$ cat config.mk
export PLATFORM = sky130hd
export DESIGN_NAME = sonic_ctrl
export DESIGN_NICKNAME = d
export VERILOG_FILES = /design/src/rtl/sonic_pkg.sv /design/src/rtl/sonic_sync.sv /design/src/rtl/sonic_ctrl.sv
export SDC_FILE = /design/constraint.sdc
export NUM_CORES = 1
export LEC_CHECK = 0
export BUFFER_PORTS_ARGS = -buffer_cell sky130_fd_sc_hd__buf_2
export CAP_MARGIN = 0
export CELL_PAD_IN_SITES_DETAIL_PLACEMENT = 1
export CELL_PAD_IN_SITES_GLOBAL_PLACEMENT = 1
export CORE_MARGIN = 4
export CORE_UTILIZATION = 47
export CTS_CLUSTER_DIAMETER = 40
export DETAILED_ROUTE_END_ITERATION = 10
export GPL_ROUTABILITY_DRIVEN = 0
export GPL_TIMING_DRIVEN = 0
export MAX_ROUTING_LAYER = met4
export PLACE_DENSITY = 0.89
export SKIP_CTS_REPAIR_TIMING = 1
export SLEW_MARGIN = 15
export SYNTH_ARGS = -nofsm -noshare
export SYNTH_HDL_FRONTEND = slang
export SYNTH_SLANG_ARGS = --single-unit
$ cat constraint.sdc
create_clock -name clk -period 4.95 [get_ports clk]
set_clock_uncertainty 0.05 [all_clocks]
set_input_delay 0.495 -clock clk [delete_from_list [all_inputs] [get_ports clk]]
set_output_delay 0.495 -clock clk [all_outputs]
set_load 0.01 [all_outputs]
$ cat src/rtl/sonic_pkg.sv
// Shared definitions for the ultrasonic ranging controller: state encoding,
// default timing constants and datapath widths.
package sonic_pkg;

    typedef enum logic [2:0] {
        ST_IDLE      = 3'd0,
        ST_TRIG      = 3'd1,
        ST_WAIT_ECHO = 3'd2,
        ST_MEASURE   = 3'd3,
        ST_COOLDOWN  = 3'd4
    } state_e;

    localparam int TRIG_US      = 10;
    localparam int ECHO_WAIT_US = 30000;
    localparam int MAX_ECHO_US  = 23200;
    localparam int CM_DIV       = 58;
    localparam int COOLDOWN_US  = 60000;
    localparam int DIST_MAX_CM  = 400;

    localparam int US_CNT_W = 16;
    localparam int SUB_W    = 6;
    localparam int DIST_W   = 9;

endpackage

$ cat src/rtl/sonic_sync.sv
// Two-flop synchronizer bringing the raw echo pin into the clk domain.
module sonic_sync (
    input  logic clk,
    input  logic rst,
    input  logic d,
    output logic q
);

    logic ff1_q;
    logic ff2_q;

    always_ff @(posedge clk or posedge rst) begin
        if (rst) begin
            ff1_q <= 1'b0;
            ff2_q <= 1'b0;
        end else begin
            ff1_q <= d;
            ff2_q <= ff1_q;
        end
    end

    assign q = ff2_q;

endmodule

$ cat src/rtl/sonic_ctrl.sv
// Ultrasonic range sensor controller: fires the trigger, times the echo in
// microseconds and converts it to whole centimetres with saturation.
module sonic_ctrl
    import sonic_pkg::*;
#(
    parameter int TRIG_US      = sonic_pkg::TRIG_US,
    parameter int ECHO_WAIT_US = sonic_pkg::ECHO_WAIT_US,
    parameter int MAX_ECHO_US  = sonic_pkg::MAX_ECHO_US,
    parameter int CM_DIV       = sonic_pkg::CM_DIV,
    parameter int COOLDOWN_US  = sonic_pkg::COOLDOWN_US
) (
    input  logic              clk,
    input  logic              rst,
    input  logic              start,
    input  logic              us_tick,
    input  logic              echo,
    output logic              trig_out,
    output logic              busy,
    output logic              dist_valid,
    output logic [DIST_W-1:0] dist_cm,
    output logic              err_timeout
);

    state_e                state_q, state_d;
    logic [US_CNT_W-1:0]   us_cnt_q, us_cnt_d;
    logic [SUB_W-1:0]      sub_q, sub_d;
    logic [DIST_W-1:0]     acc_q, acc_d;
    logic [DIST_W-1:0]     dist_q, dist_d;
    logic                  trig_q, trig_d;
    logic                  valid_q, valid_d;
    logic                  err_q, err_d;
    logic                  echo_s;
    logic                  echo_d_q;
    logic                  echo_rise;
    logic                  echo_fall;
    logic [US_CNT_W-1:0]   us_cnt_inc;
    logic [SUB_W-1:0]      sub_nx;
    logic [DIST_W-1:0]     acc_nx;

    sonic_sync u_sync (
        .clk (clk),
        .rst (rst),
        .d   (echo),
        .q   (echo_s)
    );

    always_ff @(posedge clk or posedge rst) begin
        if (rst) begin
            state_q  <= ST_IDLE;
            us_cnt_q <= '0;
            sub_q    <= '0;
            acc_q    <= '0;
            dist_q   <= '0;
            trig_q   <= 1'b0;
            valid_q  <= 1'b0;
            err_q    <= 1'b0;
            echo_d_q <= 1'b0;
        end else begin
            state_q  <= state_d;
            us_cnt_q <= us_cnt_d;
            sub_q    <= sub_d;
            acc_q    <= acc_d;
            dist_q   <= dist_d;
            trig_q   <= trig_d;
            valid_q  <= valid_d;
            err_q    <= err_d;
            echo_d_q <= echo_s;
        end
    end

    assign echo_rise  = echo_s & ~echo_d_q;
    assign echo_fall  = ~echo_s & echo_d_q;
    assign us_cnt_inc = us_tick ? (us_cnt_q + 1'b1) : us_cnt_q;

    // One-cm step: the sub-counter divides microseconds by CM_DIV.
    always_comb begin
        sub_nx = sub_q + 1'b1;
        acc_nx = acc_q;
        if (sub_q == SUB_W'(CM_DIV - 1)) begin
            sub_nx = '0;
            if (acc_q < DIST_W'(DIST_MAX_CM)) begin
                acc_nx = acc_q + 1'b1;
            end
        end
    end

    always_comb begin
        state_d  = state_q;
        us_cnt_d = us_cnt_q;
        sub_d    = sub_q;
        acc_d    = acc_q;
        dist_d   = dist_q;
        trig_d   = trig_q;
        valid_d  = 1'b0;
        err_d    = 1'b0;

        unique case (state_q)
            ST_IDLE: begin
                if (start) begin
                    state_d  = ST_TRIG;
                    trig_d   = 1'b1;
                    us_cnt_d = '0;
                end
            end
            ST_TRIG: begin
                us_cnt_d = us_cnt_inc;
                if (us_tick && us_cnt_q == US_CNT_W'(TRIG_US - 1)) begin
                    state_d  = ST_WAIT_ECHO;
                    trig_d   = 1'b0;
                    us_cnt_d = '0;
                end
            end
            ST_WAIT_ECHO: begin
                us_cnt_d = us_cnt_inc;
                if (echo_rise) begin
                    state_d  = ST_MEASURE;
                    us_cnt_d = '0;
                    sub_d    = '0;
                    acc_d    = '0;
                end else if (us_tick && us_cnt_q == US_CNT_W'(ECHO_WAIT_US - 1)) begin
                    state_d  = ST_COOLDOWN;
                    err_d    = 1'b1;
                    us_cnt_d = '0;
                end
            end
            ST_MEASURE: begin
                us_cnt_d = us_cnt_inc;
                // A tick landing on the falling cycle still counts toward the result.
                if (us_tick && (echo_s || echo_fall)) begin
                    sub_d = sub_nx;
                    acc_d = acc_nx;
                end
                if (echo_fall) begin
                    state_d  = ST_COOLDOWN;
                    dist_d   = us_tick ? acc_nx : acc_q;
                    valid_d  = 1'b1;
                    us_cnt_d = '0;
                end else if (us_tick && echo_s && us_cnt_q == US_CNT_W'(MAX_ECHO_US - 1)) begin
                    state_d  = ST_COOLDOWN;
                    err_d    = 1'b1;
                    us_cnt_d = '0;
                end
            end
            ST_COOLDOWN: begin
                us_cnt_d = us_cnt_inc;
                if (us_tick && us_cnt_q == US_CNT_W'(COOLDOWN_US - 1)) begin
                    state_d  = ST_IDLE;
                    us_cnt_d = '0;
                end
            end
            default: begin
                state_d  = ST_IDLE;
                trig_d   = 1'b0;
                us_cnt_d = '0;
            end
        endcase
    end

    assign trig_out    = trig_q;
    assign busy        = (state_q != ST_IDLE);
    assign dist_valid  = valid_q;
    assign dist_cm     = dist_q;
    assign err_timeout = err_q;

endmodule

* Word level (Yosys, flattened, before mapping)
Index checks and enable logic that the tools add are counted.
Storage, ports and cells: logic and storage cells 88, flip-flop bits (word level) 49, bits of input ports 5
Cells by class: order comparisons 1, eq/ne operators 16, reductions and logical operators 15, add/sub/neg operators 3, multiplexer cells 37, bitwise operators 5
Operators with widths (number):
- $mux W16 | 8
- $pmux W16 S5 | 1
- $mux W9 | 5
- $eq A16 B15 Y1 const B | 2
- $mux W3 | 7
- $mux W6 | 3
- $pmux W9 S2 | 1
- $add A16 B1 Y16 const B | 1
- $eq A16 B16 Y1 const B | 1
- $eq A16 B4 Y1 const B | 1
- $pmux W3 S5 | 1
- $pmux W6 S2 | 1
- $ne A2 B2 Y1 const B | 5
- $add A9 B1 Y9 const B | 1
- $lt A9 B9 Y1 const B | 1
- $mux W1 | 8
- $add A6 B1 Y6 const B | 1
- $eq A3 B2 Y1 const B | 2
- $eq A6 B6 Y1 const B | 1
- $logic_and A1 B1 Y1 | 6
- $ne A3 B3 Y1 const B | 2
- $reduce_and A3 Y1 | 2
- $reduce_and A5 Y1 | 1
- $eq A3 B1 Y1 const B | 1
- 11 further kinds | 14

* Logic depth before layout (Yosys ltp)
word-level depth 6, depth in mapped cells 9, gate-level depth less buffers 8

* Modules after synthesis
From an unflattened synthesis, not the netlist that was laid out.
Unflattened totals: cells, all modules 309, area, all modules 2802.7 sq um
Modules (own cells, without submodules):
- sonic_ctrl | area an instance 2748.9 sq um, cells each 306, instances 1
- sonic_sync | area an instance 53.8 sq um, cells each 3, instances 1

* Worst setup path after synthesis
Ideal clock, no wire load.
path type register to register, start register us_cnt_q[1], end register us_cnt_q[4], period minus slack after synthesis 2471 ps, buffers on the path 0, slack 2479 ps, cell stages (with the launch flop) 9, library setup time 121 ps, arrival time 2300 ps, cells stage by stage dfrtp_1 inv_1 ha_1 or4bb_4 or4b_1 o21ai_2 nand4_4 a21o_1 a22o_2
Between the ends: cells in the longest elaborated chain, start to end 5
RTL lines:
- from (decl) | line sonic_ctrl.sv:25 | logic [US_CNT_W-1:0] us_cnt_q, us_cnt_d;
- from (signal assigned) | line sonic_ctrl.sv:60 | us_cnt_q <= us_cnt_d;
- $add A16 B1 Y16, or another cell as far along | line sonic_ctrl.sv:73 | assign us_cnt_inc = us_tick ? (us_cnt_q + 1'b1) : us_cnt_q;
- $mux W16, or another cell as far along | line sonic_ctrl.sv:73
- $mux W16, on equally long branches | line sonic_ctrl.sv:138, sonic_ctrl.sv:120
- $mux W16, on equally long branches | line sonic_ctrl.sv:133, sonic_ctrl.sv:115
- $pmux W16 S5 * | line sonic_ctrl.sv:97 | unique case (state_q)
Every way passes the cells marked *; elsewhere a longest branch is shown, timed or not. A chain may end at the register's enable or synchronous reset.

* Worst setup path in the final report
start register us_cnt_q[1], end register us_cnt_q[2]
Same word-level chain as after synthesis.

==> results.py <==
metrics = {
    "status": {
        "outcome": "completed",
    },
    "sta": {
        "fmax_mhz": 365.8,
        "slew_violations": 0,
        "maxSlewHeadroom_pct": 44.23,
        "setup-violations-final": 0,
        "post-route-period-util_pct": 55.22,
        "hold_viol": 0,
        "worstMarginPinSlew_ns": 0.8301,
        "finalSetupTns_ns": 0,
        "fin_hold_ws_ns": 0.1675,
        "finalCriticalPeriod_ns": 2.733,
        "grt_setup_unrepaired": "no",
    },
    "synth": {
        "synthFlopType": "dfrtp_1",
        "synth_cells": 292,
        "yosys_warnings": 0,
        "seq_area_frac_synth_pct": 45.90,
        "avgSynthCellArea_um2": 9.148,
        "netlist_area_mm2": 0.002671,
        "ys_ff_latch": 49,
        "synth_cell_types": 50,
        "async_flop_share_pct": 100.0,
        "synth_nets": 302,
        "synth_edf_count": 0,
    },
    "drt": {
        "met2_length_um": 3218,
        "wl_met3_um": 253,
        "ant_nets": 0,
        "wl_met1_um": 3160,
        "dr.max_layer_used": "met4",
        "drtIter0Drc": 154,
        "route.detailed.drc": 0,
        "dr.pass1.iters": 4,
        "via_per_inst": 5.910,
        "vias": 2305,
        "wl_per_cell_um": 17.19,
        "drt_wl_total_um": 6705,
    },
    "setup_path": {
        "crit_path_max_fanout": 10,
        "slowest_delay_ns": 0.54,
        "cp_common_cell": "a31oi_1",
        "required_ns": 5.07,
        "cp-end-kind": "flip-flop",
        "arrival_ns": 2.85,
        "cp_cell_sequence": "inv_1, ha_1, or4bb_4, or4b_1, o21ai_2, nand4_4, buf_6, a31oi_1, a31oi_1",
        "crit_type": "flip-flop to flip-flop",
        "startpoint_type": "flip-flop",
        "slowest_stage": "or4b_1",
    },
    "clock_network": {
        "cts_buffer_depth": 2,
        "clock_latency_ns": 0.30,
        "cts_made_buffers": 5,
        "clk_transition_reported_paths_ns": 0.09,
        "cts_tree": "done",
        "htreeDepth": 2,
        "cts_num_sinks": 49,
        "cts_root_buffer": "clkbuf_8",
    },
    "flow_run": {
        "maxCapViolCount": 0,
    },
    "final_layout": {
        "final_common_cell": "dfrtp_1",
        "final_cell_mix": "dfrtp_1 (49), nand2_1 (32), nor2_1 (30), o21ai_0 (24), a21oi_1 (23)",
        "num_antenna_cells": 0,
        "fillCellCount": 669,
        "drive_above_1_share_pct": 14.15,
        "nNetsFinal": 327,
        "synthToLayoutAreaGrowth_pct": 10.63,
    },
    "floorplanning": {
        "core_mm2": 0.005507,
        "die_x_um": 83.39,
        "die_area_mm2": 0.006954,
        "rows": 27,
        "die_y_um": 83.39,
        "num_io_pins": 18,
        "initial_core_util_pct": 48.51,
    },
    "power_and_ir_drop": {
        "irDropWorstVdd_uv": 196.0,
        "powerDensity_mw_per_mm2": 423.5,
        "p_leak_uw": 0.001298,
    },
    "grt": {
        "grt_overflow": 0,
        "antenna_found_initial": 0,
        "grt_pass1_wl_um": 11920,
        "gr-usage-all-layers_pct": 21.48,
        "grt_max_degree": 29,
        "grt_pass1_vias": 2427,
    },
    "min_path": {
        "hp-class": "input port to async pin",
    },
    "placement": {
        "dpl.hpwl_um": 4861,
        "io_buffers": 17,
    },
}
## state kept, by name, indices dropped and copies added, names as in the netlist, 3 cells and up
signal    count
us_cnt_q     16
acc_q         9
dist_cm       9
sub_q         6
state_q       3
## cell usage after synthesis (2+ instances only)
| cell type | count | area share, % |
|---|---|---|
| and3_1 | 7 | 1.6 |
| dfrtp_1 | 49 | 46 |
| nor3_1 | 5 | 0.94 |
| and4_1 | 3 | 0.98 |
| nand3_1 | 9 | 1.7 |
| or3_1 | 3 | 0.70 |
| and3_2 | 2 | 0.56 |
| and2_1 | 2 | 0.47 |
| mux2i_1 | 5 | 1.9 |
| or2_2 | 3 | 0.70 |
| buf_6 | 2 | 0.84 |
| nand2b_1 | 4 | 0.94 |
| nand2_1 | 32 | 4.5 |
| a21oi_1 | 23 | 4.3 |
| nand4_1 | 8 | 1.9 |
| clkbuf_1 | 11 | 1.5 |
| ha_1 | 5 | 2.3 |
| or4_1 | 2 | 0.56 |
| a31oi_1 | 7 | 1.6 |
| a22o_2 | 2 | 0.75 |
| o211ai_1 | 3 | 0.84 |
| a22o_1 | 3 | 0.98 |
| nor2_1 | 30 | 4.2 |
| a21o_2 | 2 | 0.66 |
| inv_1 | 6 | 0.84 |
| o21ai_0 | 24 | 4.5 |
| xor2_1 | 9 | 3.0 |
| o31ai_1 | 5 | 1.4 |
| nor3b_1 | 2 | 0.56 |
| nor2b_1 | 3 | 0.70 |
| mux2_2 | 2 | 0.84 |
## power breakdown
| group | total, uW | switching [uW] | internal, uW | leakage, uW |
|---|---|---|---|---|
| logic | 498 | 302 | 196 | 0.000617 |
| registers | 516 | 47.5 | 469 | 0.000643 |
| clock network | 238 | 137 | 100 | 0.0000385 |
## cell families (layout without fill, tap and decap cells)
group | after synthesis | count (layout) | share of synthesized area [%]
xor gates and xnor gates | 10 | 10 | 3.279
adders and majority gates | 5 | 5 | 2.342
DFF | 49 | 49 | 45.90
and+or+nand+nor | 125 | 125 | 25.15
AOI/OAI and AO/OA | 77 | 77 | 17.38
muxes | 7 | 7 | 2.717
buffers and inverters | 19 | 45 | 3.232
## critical path: cells and delay by family, from the launching register on
family	cells	cell delay, ns
AND/OR/NAND/NOR	3	1.25
flip-flops	1	0.40
buffers and inverters	2	0.29
AO/OA/AOI/OAI	3	0.46
adder cells (fa/ha/maj)	1	0.15
## path summary, 6_finish.rpt
| path | slack (ns) | from | depth (start not counted) | to |
|---|---|---|---|---|
| max in group asynchronous | 4.16 | rst | 3 | err_timeout$_DFF_PP0_ |
| worst min-delay path | 0.17 | rst | 2 | acc_q[4]$_DFFE_PP0P_ |
| worst max-delay path | 2.22 | us_cnt_q[1]$_DFFE_PP0P_ | 9 | us_cnt_q[2]$_DFFE_PP0P_ |
| min in group clk | 0.24 | echo | 1 | u_sync.ff1_q$_DFF_PP0_ |
| worst min register to register | 0.31 | u_sync.ff1_q$_DFF_PP0_ | 0 | u_sync.q$_DFF_PP0_ |
| worst max register to register | 2.22 | us_cnt_q[1]$_DFFE_PP0P_ | 9 | us_cnt_q[2]$_DFFE_PP0P_ |
## per-layer routing
layer | vias up | GRT usage, %
met5 | - | -
met3 | 7 | 3.770
met2 | 45 | 34.18
li1 | 1098 | -
met4 | 0 | 5.201
met1 | 1155 | 28.65
## through the flow
| stage | utilization, % | setup slack [ns] | std cells | cell area [um^2] | total power (uW) |
|---|---|---|---|---|---|
| global placement | 51.69 | 2.268 | 381 | 2846 | 996.4 |
| finish | 53.67 | 2.217 | 390 | 2955 | 1252 |
| detailed placement | 52.06 | 2.193 | 382 | 2867 | 1025 |
| global route | 53.67 | 2.077 | 390 | 2955 | 1349 |
| floorplan | - | 2.479 | 292 | 2671 | 866.9 |
| CTS | 53.58 | 2.164 | 390 | 2950 | 1262 |
## final cells by class
class	count	area, um^2	area share (%)
multi-input cells	224	1364	46.15
flip-flops and latches	49	1226	41.49
repair buffers	18	105.1	3.556
well taps	72	90.09	3.048
clock buffers	7	76.32	2.583
plain buffers	13	63.81	2.159
inverters	6	22.52	0.7621
clock inverters	1	7.507	0.2540
Note: power is estimated with default switching activity, not from simulation.
